## src/rtl/spi_xfer_ctrl_pkg.sv

```systemverilog
// Shared types and defaults for the SPI transfer sequencer.
package spi_xfer_ctrl_pkg;
  localparam int SPI_DATA_WIDTH = 8;

  typedef enum logic [2:0] {IDLE, LEAD, SHIFT, TRAIL, STORE, HOLD} spi_xfer_state_e;
endpackage

```

## src/rtl/spi_xfer_ctrl_sck_gen.sv

```systemverilog
// SCK half-period timer and SCK level register.
module spi_sck_gen #(
  parameter int DIV_WIDTH = 8
) (
  input  logic                 clk,
  input  logic                 rst,
  input  logic                 load,
  input  logic [DIV_WIDTH-1:0] div,
  input  logic                 idle_en,
  input  logic                 idle_lvl,
  input  logic                 toggle,
  output logic                 tick,
  output logic                 sck
);
  logic [DIV_WIDTH-1:0] cnt;

  assign tick = (cnt == '0);

  // Reload on tick so each half-period is div+1 clk cycles long.
  always_ff @(posedge clk or posedge rst) begin
    if (rst)               cnt <= '0;
    else if (load || tick) cnt <= div;
    else                   cnt <= cnt - 1'b1;
  end

  always_ff @(posedge clk or posedge rst) begin
    if (rst)          sck <= 1'b0;
    else if (idle_en) sck <= idle_lvl;
    else if (toggle)  sck <= ~sck;
  end
endmodule

```

## src/rtl/spi_xfer_ctrl.sv

```systemverilog
// SPI master frame sequencer between TX/RX FIFOs and the SPI pins.
// Optional SPI_XFER_LOOPBACK_EN adds a loopback input that samples mosi instead of miso.
module spi_xfer_ctrl
  import spi_xfer_ctrl_pkg::*;
#(
  parameter int DATA_WIDTH = SPI_DATA_WIDTH,
  parameter int DIV_WIDTH  = 8
) (
  input  logic                  clk,
  input  logic                  rst,
  input  logic                  enable,
  input  logic                  cpol,
  input  logic                  cpha,
  input  logic [DIV_WIDTH-1:0]  clk_div,
  input  logic [DATA_WIDTH-1:0] tx_data,
  input  logic                  tx_empty,
  output logic                  tx_load,
  input  logic                  rx_full,
  output logic                  rx_store,
  output logic [DATA_WIDTH-1:0] rx_data,
  output logic                  sck,
  output logic                  mosi,
  input  logic                  miso,
`ifdef SPI_XFER_LOOPBACK_EN
  input  logic                  loopback,
`endif
  output logic                  ss_n,
  output logic                  busy,
  output logic                  xfer_done
);
  localparam int EC_W = $clog2(2*DATA_WIDTH);
  localparam logic [EC_W-1:0] LAST_EDGE = EC_W'(2*DATA_WIDTH-1);

  spi_xfer_state_e       state, state_nxt;
  logic                  start, take, tick;
  logic                  sck_load, sck_idle, sck_tgl;
  logic                  sample_bit, sample_now;
  logic                  cpha_q;
  logic [DIV_WIDTH-1:0]  div_q, div_sel;
  logic [DATA_WIDTH-1:0] tx_sr, rx_sr;
  logic [EC_W-1:0]       edge_cnt;

  assign start = enable && !tx_empty && !rx_full;

`ifdef SPI_XFER_LOOPBACK_EN
  assign sample_bit = loopback ? mosi : miso;
`else
  assign sample_bit = miso;
`endif

  // Odd-numbered edges (edge_cnt even) are leading; CPHA=1 swaps sample and drive.
  assign sample_now = !edge_cnt[0] ^ cpha_q;

  spi_sck_gen #(.DIV_WIDTH(DIV_WIDTH)) u_sck (
    .clk      (clk),
    .rst      (rst),
    .load     (sck_load),
    .div      (div_sel),
    .idle_en  (sck_idle),
    .idle_lvl (cpol),
    .toggle   (sck_tgl),
    .tick     (tick),
    .sck      (sck)
  );

  always_ff @(posedge clk or posedge rst) begin
    if (rst) state <= IDLE;
    else     state <= state_nxt;
  end

  always_comb begin
    state_nxt = state;
    case (state)
      IDLE:    if (start) state_nxt = LEAD;
      LEAD:    if (tick) state_nxt = SHIFT;
      SHIFT:   if (tick && edge_cnt == LAST_EDGE) state_nxt = TRAIL;
      TRAIL:   if (tick) state_nxt = STORE;
      STORE:   state_nxt = start ? LEAD : HOLD;
      HOLD:    if (tick) state_nxt = IDLE;
      default: state_nxt = IDLE;
    endcase
  end

  always_comb begin
    take      = 1'b0;
    rx_store  = 1'b0;
    xfer_done = 1'b0;
    busy      = (state != IDLE);
    case (state)
      IDLE:  take = start;
      STORE: begin
        take      = start;
        rx_store  = 1'b1;
        xfer_done = 1'b1;
      end
      default: ;
    endcase
    tx_load  = take;
    sck_load = take || (state == STORE);
    sck_idle = (state == IDLE) || take;
    sck_tgl  = (state == SHIFT) && tick;
    div_sel  = take ? clk_div : div_q;
  end

  always_ff @(posedge clk or posedge rst) begin
    if (rst) begin
      ss_n     <= 1'b1;
      mosi     <= 1'b0;
      rx_data  <= '0;
      tx_sr    <= '0;
      rx_sr    <= '0;
      edge_cnt <= '0;
      cpha_q   <= 1'b0;
      div_q    <= '0;
    end else if (take) begin
      ss_n     <= 1'b0;
      cpha_q   <= cpha;
      div_q    <= clk_div;
      edge_cnt <= '0;
      // CPHA=0 presents the MSB before the first edge, so pre-shift it out.
      if (cpha) begin
        tx_sr <= tx_data;
      end else begin
        tx_sr <= tx_data << 1;
        mosi  <= tx_data[DATA_WIDTH-1];
      end
    end else begin
      if (state == SHIFT && tick) begin
        edge_cnt <= edge_cnt + 1'b1;
        if (sample_now) begin
          rx_sr <= {rx_sr[DATA_WIDTH-2:0], sample_bit};
        end else begin
          mosi  <= tx_sr[DATA_WIDTH-1];
          tx_sr <= tx_sr << 1;
        end
      end
      if (state == TRAIL && tick) rx_data <= rx_sr;
      if (state == STORE) ss_n <= 1'b1;
    end
  end
endmodule

```

## config.mk

```make
export PLATFORM = sky130hd
export DESIGN_NAME = spi_xfer_ctrl
export DESIGN_NICKNAME = d
export VERILOG_FILES = /design/src/rtl/spi_xfer_ctrl_pkg.sv /design/src/rtl/spi_xfer_ctrl_sck_gen.sv /design/src/rtl/spi_xfer_ctrl.sv
export SDC_FILE = /design/constraint.sdc
export NUM_CORES = 1
export LEC_CHECK = 0
export CAP_MARGIN = 40
export CORE_MARGIN = 8
export CORE_UTILIZATION = 42
export CTS_BUF_LIST = sky130_fd_sc_hd__clkbuf_16
export DETAILED_ROUTE_END_ITERATION = 8
export HOLD_SLACK_MARGIN = 0.05
export PLACE_DENSITY_LB_ADDON = 0.25
export SETUP_SLACK_MARGIN = 0.15
export SLEW_MARGIN = 30
export SYNTH_ARGS = -nofsm -noshare
export SYNTH_HDL_FRONTEND = slang
export SYNTH_SLANG_ARGS = --single-unit
```

## constraint.sdc

```tcl
create_clock -name clk -period 2.3 [get_ports clk]
set_clock_uncertainty 0.15 [all_clocks]
set_input_delay 0.46 -clock clk [delete_from_list [all_inputs] [get_ports clk]]
set_output_delay 0.46 -clock clk [all_outputs]
set_load 0.05 [all_outputs]
```

==> flow_summary.ini, run 1 <==
[sta]
fin_crit_ns = 2.085
maxSlewViolCount = 0
fin_crit_sh = 0.9064
hold_violations = 0
rsz0062_at_grt = false
max-slew-margin-rel = 0.6660
finalSetupViolCount = 0
max_freq_mhz = 479.7
final.setup.tns_ns = 0
worst_slew_pin_slew_ns = 0.4994

[synthesis]
ys.flop_type = dfrtp_1
yosysMostFrequentCell = dfrtp_1
synthDistinctLibCells = 43
synth_area_leader_cell = dfrtp_1
synth_area_per_cell_um2 = 12.41
yosysWarningCount = 0
async_reset_ff_frac = 1.000
synth.cell_area_um2 = 2495
ys_seq_area_frac = 0.5120
synthesis.nets = 228
netlist_top_cells_count = dfrtp_1, mux2_2, a21oi_1
synth_seq_cells = 51
synth.top_cells.by_area = dfrtp_1, mux2_2, mux2i_1
synthCells = 201
synth_edf_count = 0
yosys.area.top_type_share = 0.5015

[global_route]
grt_start_max_net_pins = 37
antenna_found_initial = 0
grt_pass1_wl_um = 8500
globalRouteOverflowTotal = 0
track_usage = 0.1209
grt_pass1_vias = 1812

[worst_setup_path]
endpoint_kind = flop
r2r_slack_ns = 0.30
r2r_start = u_sck.cnt[5]
cp.required_ns = 2.32
critical_path_arrival_ns = 2.11
path_class = in2reg
reg2reg_to = tx_sr[2]
crit_path_end = u_sck.cnt[6]
critPathLaunch = tx_empty
start_kind = input pin
crit_fanout = 7
reg2reg_depth = 4

[hold_path]
worstHoldPathType = in2async

[floorplanning]
start_util = 0.4290
die_w_um = 93.07
coreArea_um2 = 5816
row_count = 28
die_area_um2 = 8662
top_level_ports = 39
die_h_um = 93.07

[clocking]
insertion_delay_ns = 0.29
cts.clk_slew.worst_paths_ns = 0.07
htree_levels = 2
cts-root-buf = clkbuf_16
cts_max_path_buffers = 2
clkSinkCount = 51
cts_buffers = 5
hold_buffers = 0
cts_tree = built

[drt]
wl_per_cell_um = 14.67
num_vias = 1670
drt_iter0_drc = 52
drt-total-wl_um = 4841
route.detailed.drc = 0
first_pass_iters = 4
viasPerCell = 5.061
antenna_left = 0

[place]
post-place-cells = 318
portBuffers = 38
place_hpwl_um = 3607
gp_congestion = 0.7516

[layout]
area_growth_pct = 30.09
post-route-util = 0.5581
final_layout_size_suffix_gt1_frac = 0.3137
fin_cells = 330
nets = 281
diodes = 0

[status]
outcome = finished clean

[power_and_ir_drop]
cellLeakagePower_nw = 1.519
power_w = 0.003343
power_density_nw_per_um2 = 1030
ir_drop_mv = 0.5016

[job]
cap_violations = 0
per-layer routing:
metal	GRT usage	routed length, µm	up-vias
li1	-	-	815
met1	0.1483	2288	816
met2	0.2006	2276	34
met3	0.02804	199	5
met4	0.04832	77	0
met5	0	0	-
registers in the layout, summed over array words and instances, names as in the netlist:
signal and flops:
ss_n 1, u_sck.sck 1, edge_cnt 4, rx_sr 8
cpha_q 1, state 3, rx_data 8, div_q 8
tx_sr 8, u_sck.cnt 8, mosi 1
cell usage in the layout, fill, tap and decap left out, types with 2 or more instances in the layout:
master / instances
xor2_1: 8
a21oi_1: 17
buf_4: 15
nand4_1: 2
nor3_1: 2
nand2_4: 2
nand2_1: 11
dfrtp_1: 49
buf_12: 5
clkbuf_16: 5
inv_1: 6
clkdlybuf4s50_1: 33
nor3b_4: 3
nor2b_1: 2
xnor2_1: 3
nor2_1: 6
nand3_1: 8
mux2_2: 36
o21ai_0: 2
mux2i_1: 9
ha_1: 3
stage by stage:
stage	hold slack, ns	setup WS, ns	area (µm²)
6_report	0.3221	0.2154	3246
5_1_grt	0.3625	0.1540	3246
4_1_cts	0.3369	0.1958	3231
3_5_place_dp	0.3331	-0.006600	3050
3_3_place_gp	0.3206	0.01300	3050
2_1_floorplan	0.3022	0.2504	2495
worst min path at each step:
stage          depth (start not counted)  slack (ns)    endpoint
2_1_floorplan                          1        0.30  rx_data[7]
3_3_place_gp                           1        0.32  rx_data[7]
3_5_place_dp                           1        0.33  rx_data[7]
4_1_cts                                2        0.34    div_q[1]
5_1_grt                                1        0.36    div_q[7]
6_report                               2        0.32    div_q[1]
worst max-delay path: stages:
cell,delay [ns]
clkdlybuf4s50_1,0.44
nor3b_4,0.27
nand2_4,0.09
buf_4,0.15
buf_12,0.13
mux2_4,0.30
mux2_2,0.26
cells by family (layout without fill, tap and decap cells):
logic type | Yosys count | count (layout) | share of synthesized area
AO/OA/AOI/OAI | 26 | 26 | 0.05918
AND/OR/NAND/NOR | 47 | 47 | 0.1294
multiplexers | 47 | 47 | 0.2091
XOR/XNOR | 11 | 11 | 0.03862
flip-flops | 51 | 51 | 0.5120
buffers and inverters | 16 | 70 | 0.03661
adder cells (fa/ha/maj) | 3 | 3 | 0.01505
cell type report:
cell class | instances | area, µm²
fillers | 518 | 2570
flip-flops and latches | 51 | 1279
multi-input cells | 134 | 1144
repair buffers | 54 | 551.8
clock buffers | 5 | 125.1
well taps | 75 | 93.84
inverters | 8 | 32.53
clock inverters | 3 | 20.02
timing repair:
action | 4_1_cts | 5_1_grt
setup endpoints to repair | 4 | 12
resized for setup | 3 | 4
buffers inserted | 4 | 0
pin swaps | 3 | 1
power by group:
group          internal [W]  switching (W)  leakage (nW)
registers           0.00120       0.000256         0.656
logic              0.000591       0.000570         0.795
clock network      0.000401       0.000326        0.0674
total               0.00219        0.00115          1.52
No activity file was read; power rests on OpenSTA's default activity.
==> run 2, diff against run 1 <==
CTS_CLUSTER_DIAMETER = 80   (was default)
==> results of run 2 <==
Same layout as run 1: the final DEF is identical, and so are final timing and power.
==> run 3, diff against run 2 <==
CORE_MARGIN = 2   (was 8)
==> run 3 against run 2 <==
Hold slack gained 0.019 ns. Via count shrank 0.18%. Final cell count shrank 0.30%. Total power grew 1.7%. Die area shrank 24%. Sequential power is essentially flat. Largest power group unchanged. Highest routed layer unchanged.
==> flow_summary.ini, run 3 (synthesis results as in run 1) <==
[status]
outcome = finished clean

[place]
portBuffers = 38
dpl_worst_slack_ns = -0.005739
gp_congestion = 0.7600
place_hpwl_um = 3290
dpl_cell_area_um2 = 3058

[power_and_ir_drop]
ir_drop_mv = 0.4780
power_density_nw_per_um2 = 1046
pwr-share-comb = 0.346
p_int_w = 0.002213
power_frac_clock = 0.224
p_sw_frac = 0.3488
cellLeakagePower_nw = 1.534
power.switching_w = 0.001186
seq_power_share = 0.430

[worst_setup_path]
cp_top_family = buffers and inverters
endpoint_kind = output port
cp_slowest_cell = clkdlybuf4s50_1
critical_path_arrival_ns = 1.49
reg2reg_depth = 7
path_depth = 5
crit_fanout = 3
crit_buf_inv = 3
start_kind = input pin
max_stage_delay_ns = 0.46
cp.required_ns = 1.69
path_cells = clkdlybuf4s50_1 -> nor3b_4 -> nand2_4 -> inv_4 -> buf_12
path_class = in2out

[clocking]
cts_max_path_buffers = 2
cts-root-buf = clkbuf_16
cts.clk_slew.worst_paths_ns = 0.07
cts_buffers = 5
insertion_delay_ns = 0.29
htree_levels = 2
clkSinkCount = 51
cts_tree = built

[sta]
fin_crit_sh = 0.9111
maxSlewViolCount = 0
final.setup.tns_ns = 0
finalSetupViolCount = 0
max-slew-margin-rel = 0.6653
worst_slew_pin_slew_ns = 0.5005
hold_violations = 0
max_freq_mhz = 477.2
rsz0062_at_grt = false
fin_ws_ns = 0.2045
fin_crit_ns = 2.096

[layout]
layout_commonest_cell = dfrtp_1
final_layout_size_suffix_gt1_frac = 0.3189
design_area_um2 = 3248
area_growth_pct = 30.19
nets = 280
diodes = 0
layout_common_cells = dfrtp_1, mux2_2, clkdlybuf4s50_1, a21oi_1, buf_4

[global_route]
grt_pass1_wl_um = 7514
track_usage = 0.1504
grt_start_max_net_pins = 32
antenna_found_initial = 0
grt_pass1_vias = 1636
globalRouteOverflowTotal = 0

[drt]
route.detailed.drc = 0
drt_iter0_drc = 68
drt-total-wl_um = 4633
first_pass_iters = 4
viasPerCell = 5.067
wl_per_cell_um = 14.08
antenna_left = 0
num_vias = 1667

[job]
cap_violations = 0

[floorplanning]
die_w_um = 81.07
row_count = 28
start_util = 0.4290
coreArea_um2 = 5816
die_area_um2 = 6572
top_level_ports = 39
die_h_um = 81.07

[hold_path]
worstHoldPathCells = 1
worstHoldPathType = reg2reg
[run 3: cell count changes in the layout (fill, tap and decap cells not counted)]
cell,change
buf_4,-1
clkdlybuf4s50_1,-1
clkinv_1,-1
clkinvlp_4,-1
dfrtp_1,-1
dfrtp_2,+1
dlymetal6s2s_1,+1
inv_6,+2
[run 3: power by group through the flow]
stage | logic [W] | registers [W] | clock network [W]
2_1_floorplan | 0.000838 | 0.00147 | 0
3_3_place_gp | 0.00113 | 0.00145 | 0
3_5_place_dp | 0.00116 | 0.00146 | 0
4_1_cts | 0.00118 | 0.00145 | 0.000784
5_1_grt | 0.00129 | 0.00150 | 0.000830
6_report | 0.00117 | 0.00146 | 0.000762
[run 3: layer usage]
metal | routed length [µm] | global-route usage | vias to the layer above | share of wire
li1 | - | - | 814 | -
met1 | 2203 | 0.2013 | 814 | 0.48
met2 | 2178 | 0.2421 | 34 | 0.47
met3 | 193 | 0.03667 | 5 | 0.042
met4 | 58 | 0.04576 | 0 | 0.013
met5 | 0 | 0 | - | 0
[run 3: layout make-up]
type	instances	area, µm²
Fill cell	523	2567
Clock inverter	3	26.28
Timing Repair Buffer	53	546.8
Multi-Input combinational cell	134	1144
Inverter	8	32.53
Tap cell	75	93.84
Sequential cell	51	1280
Clock buffer	5	125.1
[run 3: through the flow]
stage	power, W	util	std cells	hold WS [ns]
2_1_floorplan	0.002313	-	201	0.3022
3_3_place_gp	0.002579	0.5258	319	0.3218
3_5_place_dp	0.002619	0.5258	319	0.3278
4_1_cts	0.003411	0.5540	328	0.3453
5_1_grt	0.003621	0.5585	329	0.3631
6_report	0.003399	0.5585	329	0.3406
[run 3: final timing paths]
path                                   start      endpoint  slack (ns)
worst max-delay path                  enable       tx_load        0.20
worst max register to register  u_sck.cnt[0]  u_sck.cnt[5]        0.30
worst min register to register      rx_sr[7]    rx_data[7]        0.34
worst min-delay path                rx_sr[7]    rx_data[7]        0.34
min in group asynchronous                rst  u_sck.cnt[7]        0.35
max in group asynchronous                rst      state[0]        1.13
[run 3: timing repair]
action	in CTS	in global routing
pin swaps	1	2
setup endpoints to repair	4	11
hold buffers	0	0
buffers inserted	1	1
gates resized for setup	3	6
endpoints found under the hold margin	0	0
